$ cat config.mk
export PLATFORM = sky130hd
export DESIGN_NAME = food_placer_flat
export DESIGN_NICKNAME = d
export VERILOG_FILES = /design/src/rtl/food_placer_if.sv /design/src/rtl/food_placer.sv /design/src/flat_wrapper.sv
export SDC_FILE = /design/constraint.sdc
export NUM_CORES = 1
export LEC_CHECK = 0
export ABC_AREA = 1
export ABC_CLOCK_PERIOD_IN_PS = 6800
export CAP_MARGIN = 20
export CORE_ASPECT_RATIO = 1.2
export CORE_MARGIN = 10
export CORE_UTILIZATION = 50
export CTS_BUF_LIST = sky130_fd_sc_hd__clkbuf_8
export DETAILED_ROUTE_END_ITERATION = 7
export GPL_TIMING_DRIVEN = 1
export HOLD_SLACK_MARGIN = 0.02
export PLACE_DENSITY = 0.75
export SYNTH_ARGS = -nofsm -noshare
export SYNTH_HDL_FRONTEND = slang
export SYNTH_SLANG_ARGS = --single-unit
$ cat constraint.sdc
create_clock -name clk -period 6.8 [get_ports clk]
set_input_delay 0.68 -clock clk [delete_from_list [all_inputs] [get_ports clk]]
set_output_delay 0.68 -clock clk [all_outputs]
set_load 0.03 [all_outputs]
$ cat src/rtl/food_placer_if.sv
// Handshake/bus bundle between the food placer, the random box generator,
// the snake body RAM and the renderer/collision logic.
interface food_placer_if #(
  parameter int LEN_W = 6
) ();
  logic             start;
  logic             eaten;
  logic [9:0]       cand_x;
  logic [9:0]       cand_y;
  logic             regen;
  logic [LEN_W:0]   snake_len;
  logic [LEN_W-1:0] body_addr;
  logic [9:0]       body_x;
  logic [9:0]       body_y;
  logic [9:0]       food_x;
  logic [9:0]       food_y;
  logic             food_valid;
  logic             busy;
  logic             place_fail;

  // environment side: game control, generator, body RAM
  modport master (
    output start, eaten, cand_x, cand_y, snake_len, body_x, body_y,
    input  regen, body_addr, food_x, food_y, food_valid, busy, place_fail
  );

  // placer side
  modport slave (
    input  start, eaten, cand_x, cand_y, snake_len, body_x, body_y,
    output regen, body_addr, food_x, food_y, food_valid, busy, place_fail
  );
endinterface

$ cat src/rtl/food_placer.sv
// Food placer: requests candidates from the random box generator, rejects
// ones outside the field or on top of a snake segment (serial body RAM scan),
// and commits the first legal one as the new food position.
module food_placer #(
  parameter logic [9:0] X_MAX     = 10'd620,
  parameter logic [9:0] Y_MAX     = 10'd460,
  parameter int         MAX_LEN   = 64,
  parameter int         LEN_W     = 6,
  parameter int         CAND_WAIT = 2,
  parameter logic [7:0] MAX_TRIES = 8'd255
) (
  input  logic         clk,
  input  logic         rst,
  food_placer_if.slave bus
);

  localparam logic [LEN_W:0] LEN_CAP  = (LEN_W+1)'(MAX_LEN);
  localparam logic [3:0]     WAIT_END = 4'(CAND_WAIT - 1);

  typedef enum logic [2:0] {IDLE, REQ, WAIT, RANGE, SCAN, COMMIT} state_t;

  state_t         state;
  logic [3:0]     wait_cnt;
  logic [7:0]     tries;
  logic [9:0]     hold_x, hold_y;
  logic [LEN_W:0] scan_len, scan_idx;

  logic [LEN_W:0] len_clamped;
  logic [7:0]     tries_nxt;
  logic           give_up;
  logic           out_of_range;
  logic           body_hit;

  // Derived decisions: clamped length, saturating retry count, reject causes.
  // scan_idx==0 means no read data has come back yet, so no compare.
  always_comb begin
    len_clamped  = (bus.snake_len > LEN_CAP) ? LEN_CAP : bus.snake_len;
    tries_nxt    = (tries == 8'hFF) ? tries : tries + 8'd1;
    give_up      = (tries_nxt >= MAX_TRIES);
    out_of_range = (hold_x > X_MAX) || (hold_y > Y_MAX);
    body_hit     = (scan_idx != '0) && (bus.body_x == hold_x) && (bus.body_y == hold_y);
  end

  // Placement FSM; every output is a register. start wins over everything.
  always_ff @(posedge clk or posedge rst) begin
    if (rst) begin
      state          <= IDLE;
      wait_cnt       <= '0;
      tries          <= '0;
      hold_x         <= '0;
      hold_y         <= '0;
      scan_len       <= '0;
      scan_idx       <= '0;
      bus.regen      <= 1'b0;
      bus.busy       <= 1'b0;
      bus.body_addr  <= '0;
      bus.food_x     <= '0;
      bus.food_y     <= '0;
      bus.food_valid <= 1'b0;
      bus.place_fail <= 1'b0;
    end else begin
      bus.regen <= 1'b0;
      if (bus.start) begin
        state          <= REQ;
        bus.regen      <= 1'b1;
        bus.busy       <= 1'b1;
        bus.food_valid <= 1'b0;
        bus.place_fail <= 1'b0;
        tries          <= '0;
      end else begin
        case (state)
          IDLE: if (bus.eaten) begin
            state          <= REQ;
            bus.regen      <= 1'b1;
            bus.busy       <= 1'b1;
            bus.food_valid <= 1'b0;
            tries          <= '0;
          end
          REQ: begin
            state    <= WAIT;
            wait_cnt <= '0;
          end
          WAIT: if (wait_cnt == WAIT_END) begin
            hold_x <= bus.cand_x;
            hold_y <= bus.cand_y;
            state  <= RANGE;
          end else begin
            wait_cnt <= wait_cnt + 4'd1;
          end
          RANGE: if (out_of_range) begin
            tries <= tries_nxt;
            if (give_up) begin
              state          <= IDLE;
              bus.busy       <= 1'b0;
              bus.place_fail <= 1'b1;
            end else begin
              state     <= REQ;
              bus.regen <= 1'b1;
            end
          end else begin
            state         <= SCAN;
            scan_len      <= len_clamped;
            scan_idx      <= '0;
            bus.body_addr <= '0;
          end
          SCAN: if (body_hit) begin
            tries <= tries_nxt;
            if (give_up) begin
              state          <= IDLE;
              bus.busy       <= 1'b0;
              bus.place_fail <= 1'b1;
            end else begin
              state     <= REQ;
              bus.regen <= 1'b1;
            end
          end else if (scan_idx == scan_len) begin
            state <= COMMIT;
          end else begin
            if (scan_idx + 1'b1 < scan_len)
              bus.body_addr <= scan_idx[LEN_W-1:0] + 1'b1;
            scan_idx <= scan_idx + 1'b1;
          end
          COMMIT: begin
            state          <= IDLE;
            bus.food_x     <= hold_x;
            bus.food_y     <= hold_y;
            bus.food_valid <= 1'b1;
            bus.busy       <= 1'b0;
          end
          default: state <= IDLE;
        endcase
      end
    end
  end

endmodule

$ cat src/flat_wrapper.sv
// flat-port wrapper written by rule: the top's interface ports become plain ports
module food_placer_flat 
#(
  parameter logic [9:0] X_MAX     = 10'd620,
  parameter logic [9:0] Y_MAX     = 10'd460,
  parameter int         MAX_LEN   = 64,
  parameter int         LEN_W     = 6,
  parameter int         CAND_WAIT = 2,
  parameter logic [7:0] MAX_TRIES = 8'd255
)
  (clk, rst, bus_start, bus_eaten, bus_cand_x, bus_cand_y, bus_snake_len, bus_body_x, bus_body_y, bus_regen, bus_body_addr, bus_food_x, bus_food_y, bus_food_valid, bus_busy, bus_place_fail);
  food_placer_if #(.LEN_W(LEN_W)) bus_i ();
  input  logic clk;
  input  logic rst;
  input wire logic [$bits(bus_i.start)-1:0] bus_start;
  input wire logic [$bits(bus_i.eaten)-1:0] bus_eaten;
  input wire logic [$bits(bus_i.cand_x)-1:0] bus_cand_x;
  input wire logic [$bits(bus_i.cand_y)-1:0] bus_cand_y;
  input wire logic [$bits(bus_i.snake_len)-1:0] bus_snake_len;
  input wire logic [$bits(bus_i.body_x)-1:0] bus_body_x;
  input wire logic [$bits(bus_i.body_y)-1:0] bus_body_y;
  output wire logic [$bits(bus_i.regen)-1:0] bus_regen;
  output wire logic [$bits(bus_i.body_addr)-1:0] bus_body_addr;
  output wire logic [$bits(bus_i.food_x)-1:0] bus_food_x;
  output wire logic [$bits(bus_i.food_y)-1:0] bus_food_y;
  output wire logic [$bits(bus_i.food_valid)-1:0] bus_food_valid;
  output wire logic [$bits(bus_i.busy)-1:0] bus_busy;
  output wire logic [$bits(bus_i.place_fail)-1:0] bus_place_fail;
  assign bus_i.start = bus_start;
  assign bus_i.eaten = bus_eaten;
  assign bus_i.cand_x = bus_cand_x;
  assign bus_i.cand_y = bus_cand_y;
  assign bus_i.snake_len = bus_snake_len;
  assign bus_i.body_x = bus_body_x;
  assign bus_i.body_y = bus_body_y;
  assign bus_regen = bus_i.regen;
  assign bus_body_addr = bus_i.body_addr;
  assign bus_food_x = bus_i.food_x;
  assign bus_food_y = bus_i.food_y;
  assign bus_food_valid = bus_i.food_valid;
  assign bus_busy = bus_i.busy;
  assign bus_place_fail = bus_i.place_fail;
  food_placer #(.X_MAX(X_MAX), .Y_MAX(Y_MAX), .MAX_LEN(MAX_LEN), .LEN_W(LEN_W), .CAND_WAIT(CAND_WAIT), .MAX_TRIES(MAX_TRIES)) u_core (.clk(clk), .rst(rst), .bus(bus_i));
endmodule
# Word-level counts from Yosys, hierarchy flattened
# Index checks and enable logic that the tools add are counted.
[op_classes] n_addsub=4 order_cmp=5 n_mux=46 eq_ne=20 reduce_logical=22 bitwise=2
[op_table] cell="8-bit two-way mux" count=5
[op_table] cell="7-bit two-way mux" count=4
[op_table] cell="6-bit two-way mux" count=4
[op_table] cell="8-bit one-hot mux with 3 select lines" count=1
[op_table] cell="10-bit equality test" count=2
[op_table] cell="3-bit two-way mux" count=6
[op_table] cell="1-bit two-way mux" count=17
[op_table] cell="3-bit one-hot mux with 5 select lines" count=1
[op_table] cell="3-bit AND reduction" count=5
[op_table] cell="7-bit one-hot mux with 2 select lines" count=1
[op_table] cell="6-bit one-hot mux with 2 select lines" count=1
[op_table] cell="10-bit greater-than comparator (second input constant)" count=1
[op_table] cell="10-bit by 9-bit greater-than comparator with 1-bit output (second input constant)" count=1
[op_table] cell="3-bit by 2-bit != test with 1-bit output (second input constant)" count=3
[op_table] cell="8-bit by 1-bit adder with 8-bit output (second input constant)" count=1
[op_table] cell="8-bit equality test (second input constant)" count=1
[op_table] cell="8-bit greater-or-equal comparator (second input constant)" count=1
[op_table] cell="2-bit != test (second input constant)" count=4
[op_table] cell="4-bit one-hot mux with 2 select lines" count=1
[op_table] cell="4-bit AND reduction" count=2
[op_table] cell="7-bit by 1-bit adder with 7-bit output (second input constant)" count=1
[op_table] cell="7-bit equality test" count=1
[op_table] cell="7-bit greater-than comparator (second input constant)" count=1
[op_table] cell="7-bit less-than comparator" count=1
[op_table] cell="25 further kinds" count=33
[totals] inputBits=51 ff_bits=79 out_inout_bits=30

# Longest topological paths before layout
[logic_depth] depth_word=7 depth_mapped=15 depth_no_buf=15

# Worst setup path before layout
# Ideal clock, no wire load.
[synth_path] path_kind="reg2reg" from="register u_core.scan_idx[0]" to="register u_core.bus.body_addr[0]" setup_ps=118 period_less_slack_ps=2230 arrival_ps=2113 path_stages_with_launch=15 path_slack_ps=4570 cell_sequence="dfrtp_1 ha_1 nand2_1 inv_1 nand2_1 xor2_1 inv_1 ha_1 a21oi_1 o21a_1 a21oi_1 a21oi_2 nand3_1 nand2_1 nand2_1"
[synth_between] elab_chain_len=5 elab_cells_between_ends=15 classes_between="2 x add/sub; 1 x order compare; 4 x eq/ne; 4 x mux; 4 x reduce/logical"
[synth_rtl] element="from (decl)" line="food_placer.sv:26" source="logic [LEN_W:0] scan_len, scan_idx;"
[synth_rtl] element="from (signal assigned)" line="food_placer.sv:121" source="scan_idx <= scan_idx + 1'b1;"
[synth_rtl] element="parallel branches: the longest is 5 deep, another holds 7-bit by 1-bit adder with 7-bit output"
[synth_rtl] element="to (signal assigned)" line="food_placer.sv:120" source="bus.body_addr <= scan_idx[LEN_W-1:0] + 1'b1;"
[synth_rtl] element="to (decl)" line="food_placer_if.sv:30" source="output regen, body_addr, food_x, food_y, food_valid, busy, place_fail"
# Parallel ways; which one is timed is not known. The select of a mux whose other input is x is not followed.
# A chain may end at the register's enable or synchronous reset.

# Worst setup path after layout
# Ends and elaborated chain as after synthesis.

==> key figures <==
Run status
  • Status: finished clean

Synth
  • Syn avg cell area: 7.33 µm²
  • Synthesized flop and latch total: 79
  • Top FF cell, synth: dfrtp_1
  • Yosys cell types: 38
  • Netlist Area Pre-Place: 4400 µm²
  • Mux contribution to synthesized area: 0
  • Yosys warns: 0
  • Mapped Cells: 600
  • Largest family of logic cells by synthesized area: simple AND/OR/NAND/NOR gates
  • Syn nets: 663
  • Seq/Total Area, Yosys: 0.450
  • Compound-gate portion of the synthesized area: 0.106
  • Async SR Flop Fraction: 1.00
  • XOR/XNOR share of the synthesized area: 0.0179
  • Post-synth EDFFs: 0
  • Adder-cell share of the synthesized area: 0.0341
  • Simple-Gate Fraction of Synth Area: 0.310

GRT
  • Initial antenna violation count: 0
  • GRT Util Overall: 0.165
  • Total gr overflow: 0
  • Largest net degree at the start of global routing: 80
  • First-pass GRT wire length: 17700 µm
  • Vias in the first global route: 3959

Floorplan
  • Die ar.: 13000 µm²
  • Height of the die: 123 µm
  • Core ar.: 8560 µm²
  • Die width: 106 µm
  • Starting Density: 0.514
  • Num rows: 37
  • I/O pin cnt: 81

Clock network
  • CTS resizes: 0
  • Clk_lat worst skew: 360 ps
  • CTS clk-pin slew, worst paths: 80 ps
  • Clock sink total: 79
  • Post-CTS setup buffers: 0
  • Post-CTS Hold Fix Bufs: 0
  • CTS buffer count: 9
  • CTS root buffer: clkbuf_8
  • CTS tree: yes
  • H-tree levels: 3
  • Max Root-Sink Buffers: 2

Power
  • Power Total: 1.89 mW
  • Power per cell area: 343 nW/µm²
  • IR drop worst, VDD: 269 µV
  • Leak Pwr: 2.75 nW

Layout
  • Final Util: 0.644
  • Fillers: 775
  • Antenna diodes: 0
  • Share of cells above drive strength 1: 0.0743
  • Area Growth Syn to Fin: 25.5%
  • Commonest non-fill, non-tap cell in the layout: nand2_1
  • Most frequent cells in the layout: nand2_1, clkdlybuf4s50_1, dfrtp_1
  • Nets@finish: 744

Setup path
  • Crit path cell chain: ha_1, nand2_1, inv_1, nand4_1, xor2_1, ha_1, a21oi_1, o21a_1, a21oi_1, a21oi_2, nand3_1, nand2_1, nand2_1
  • Reg2reg setup slack: 4240 ps
  • CP most frequent cell: nand2_1
  • CP Class: register to register
  • Crit path required time: 7050 ps
  • CP Capture Type: register
  • Worst EP arrival: 2810 ps
  • Slowest CP cell: dfrtp_1
  • Slowest stage delay, CP: 460 ps
  • Startpoint Class: register
  • CP max FO: 7

Detailed routing
  • Routed wire length: 10500 µm
  • DR DRC count: 0
  • Routed wire length on met3: 802 µm
  • First-pass detailed-route iteration total: 4
  • DR vias/cell: 4.92
  • Top Metal Used: met4
  • Via count: 3953
  • WL met2: 5110 µm
  • DRT iter0 DRCs: 176
  • Antenna viol nets, final: 0
  • Routed len/inst: 13.1 µm
  • Met1 WL: 4470 µm

STA
  • Setup Skew: 11.5 ps
  • Actual slew at the worst max-slew pin: 981 ps
  • Slew Limit Fails: 0
  • Max Clock Freq: 390 MHz
  • Crit path time final: 2560 ps
  • Final Hold Viols: 0
  • RSZ-0062 raised after global routing: false
  • Final period utilization: 0.377
  • Final hold slack: 474 ps
  • Max transition margin: 0.346
  • # setup viols final: 0
  • Final setup TNS: 0 ps

Flow run
  • Max Cap Viol: 0

Placement
  • Post-DP HPWL: 8010 µm
  • Final RePlAce weighted congestion: 0.894
  • Number of port buffers: 80

Worst hold path
  • Hold Crit Class: register to register
-- through the flow --
step                      setup WS (ps)  cells  cell area (µm²)
after floorplan                    4100    600             4400
after global placement             4100    786             5300
after detailed placement           3970    786             5300
after CTS                          4250    802             5490
after global routing               3930    803             5520
final                              4240    803             5520
-- registers in the layout, indices dropped and copies added, names as in the netlist --
name and cells:
u_core.state 3, u_core.bus.place_fail 1, u_core.bus.food_y 10, u_core.bus.regen 1
u_core.bus.busy 1, u_core.scan_len 7, u_core.wait_cnt 4, u_core.bus.food_valid 1
u_core.tries 8, u_core.scan_idx 7, u_core.bus.food_x 10, u_core.bus.body_addr 6
u_core.hold_y 10, u_core.hold_x 10
-- where the power goes --
part	switching, mW	leakage (nW)	internal [mW]
combinational	0.500	1.64	0.310
clock	0.190	0.0899	0.147
sequential	0.125	1.02	0.621
-- worst max-delay path, delay by kind of cell (launching register included) --
kind,cells,cell delay (ps)
AO/OA/AOI/OAI,4,630
AND/OR/NAND/NOR,5,570
adder cells (fa/ha/maj),2,510
flip-flops,1,460
XOR/XNOR,1,180
buffers and inverters,1,110
-- final timing paths --
check | start | end | depth (start not counted)
setup / recovery | u_core.scan_idx[0] | u_core.bus.body_addr[0] | 13
hold / removal | u_core.bus.body_addr[1] | u_core.bus.body_addr[1] | 2
setup reg to reg | u_core.scan_idx[0] | u_core.bus.body_addr[0] | 13
hold reg to reg | u_core.bus.body_addr[1] | u_core.bus.body_addr[1] | 2
max in group asynchronous | rst | u_core.scan_idx[3] | 3
min in group asynchronous | rst | u_core.scan_len[4] | 3
-- layer usage --
layer  vias up  GRT usage
met3        14     0.0629
met1      1798      0.190
li1       2045          -
met5         -          0
met2        96      0.277
met4         0     0.0534
-- synthesized netlist by cell type, types with 2 or more instances --
master / number / area (µm²)
inv_2: 10 / 37.5
nand2_2: 5 / 31.3
dfrtp_1: 79 / 1980
o21ai_1: 11 / 55.1
o21ai_2: 3 / 26.3
nor3_1: 7 / 35.0
clkbuf_1: 5 / 18.8
nand4_1: 10 / 62.6
nand2_1: 225 / 845
nor2_1: 45 / 169
inv_1: 69 / 259
ha_1: 12 / 150
o21a_1: 3 / 22.5
nor2_2: 3 / 18.8
xor2_1: 8 / 70.1
nand3_1: 24 / 120
o22ai_1: 2 / 12.5
o21ai_0: 44 / 220
a21oi_1: 12 / 60.1
buf_2: 5 / 25.0
-- cell type report --
type | instances | area (µm²) | share of cell area
multi-input cells | 429 | 2070 | 0.374
repair buffers | 83 | 843 | 0.153
clock buffers | 10 | 138 | 0.0249
flip-flops and latches | 79 | 1980 | 0.358
inverters | 79 | 298 | 0.0540
clock inverters | 6 | 50.0 | 0.00907
well taps | 117 | 146 | 0.0265
-- logic make-up after synthesis --
family / count (synthesis)
buffers and inverters: 92
adders and majority gates: 12
AOI/OAI and AO/OA: 82
and+or+nand+nor: 326
xor gates and xnor gates: 9
DFF: 79
No activity file was read; power rests on OpenSTA's default activity.
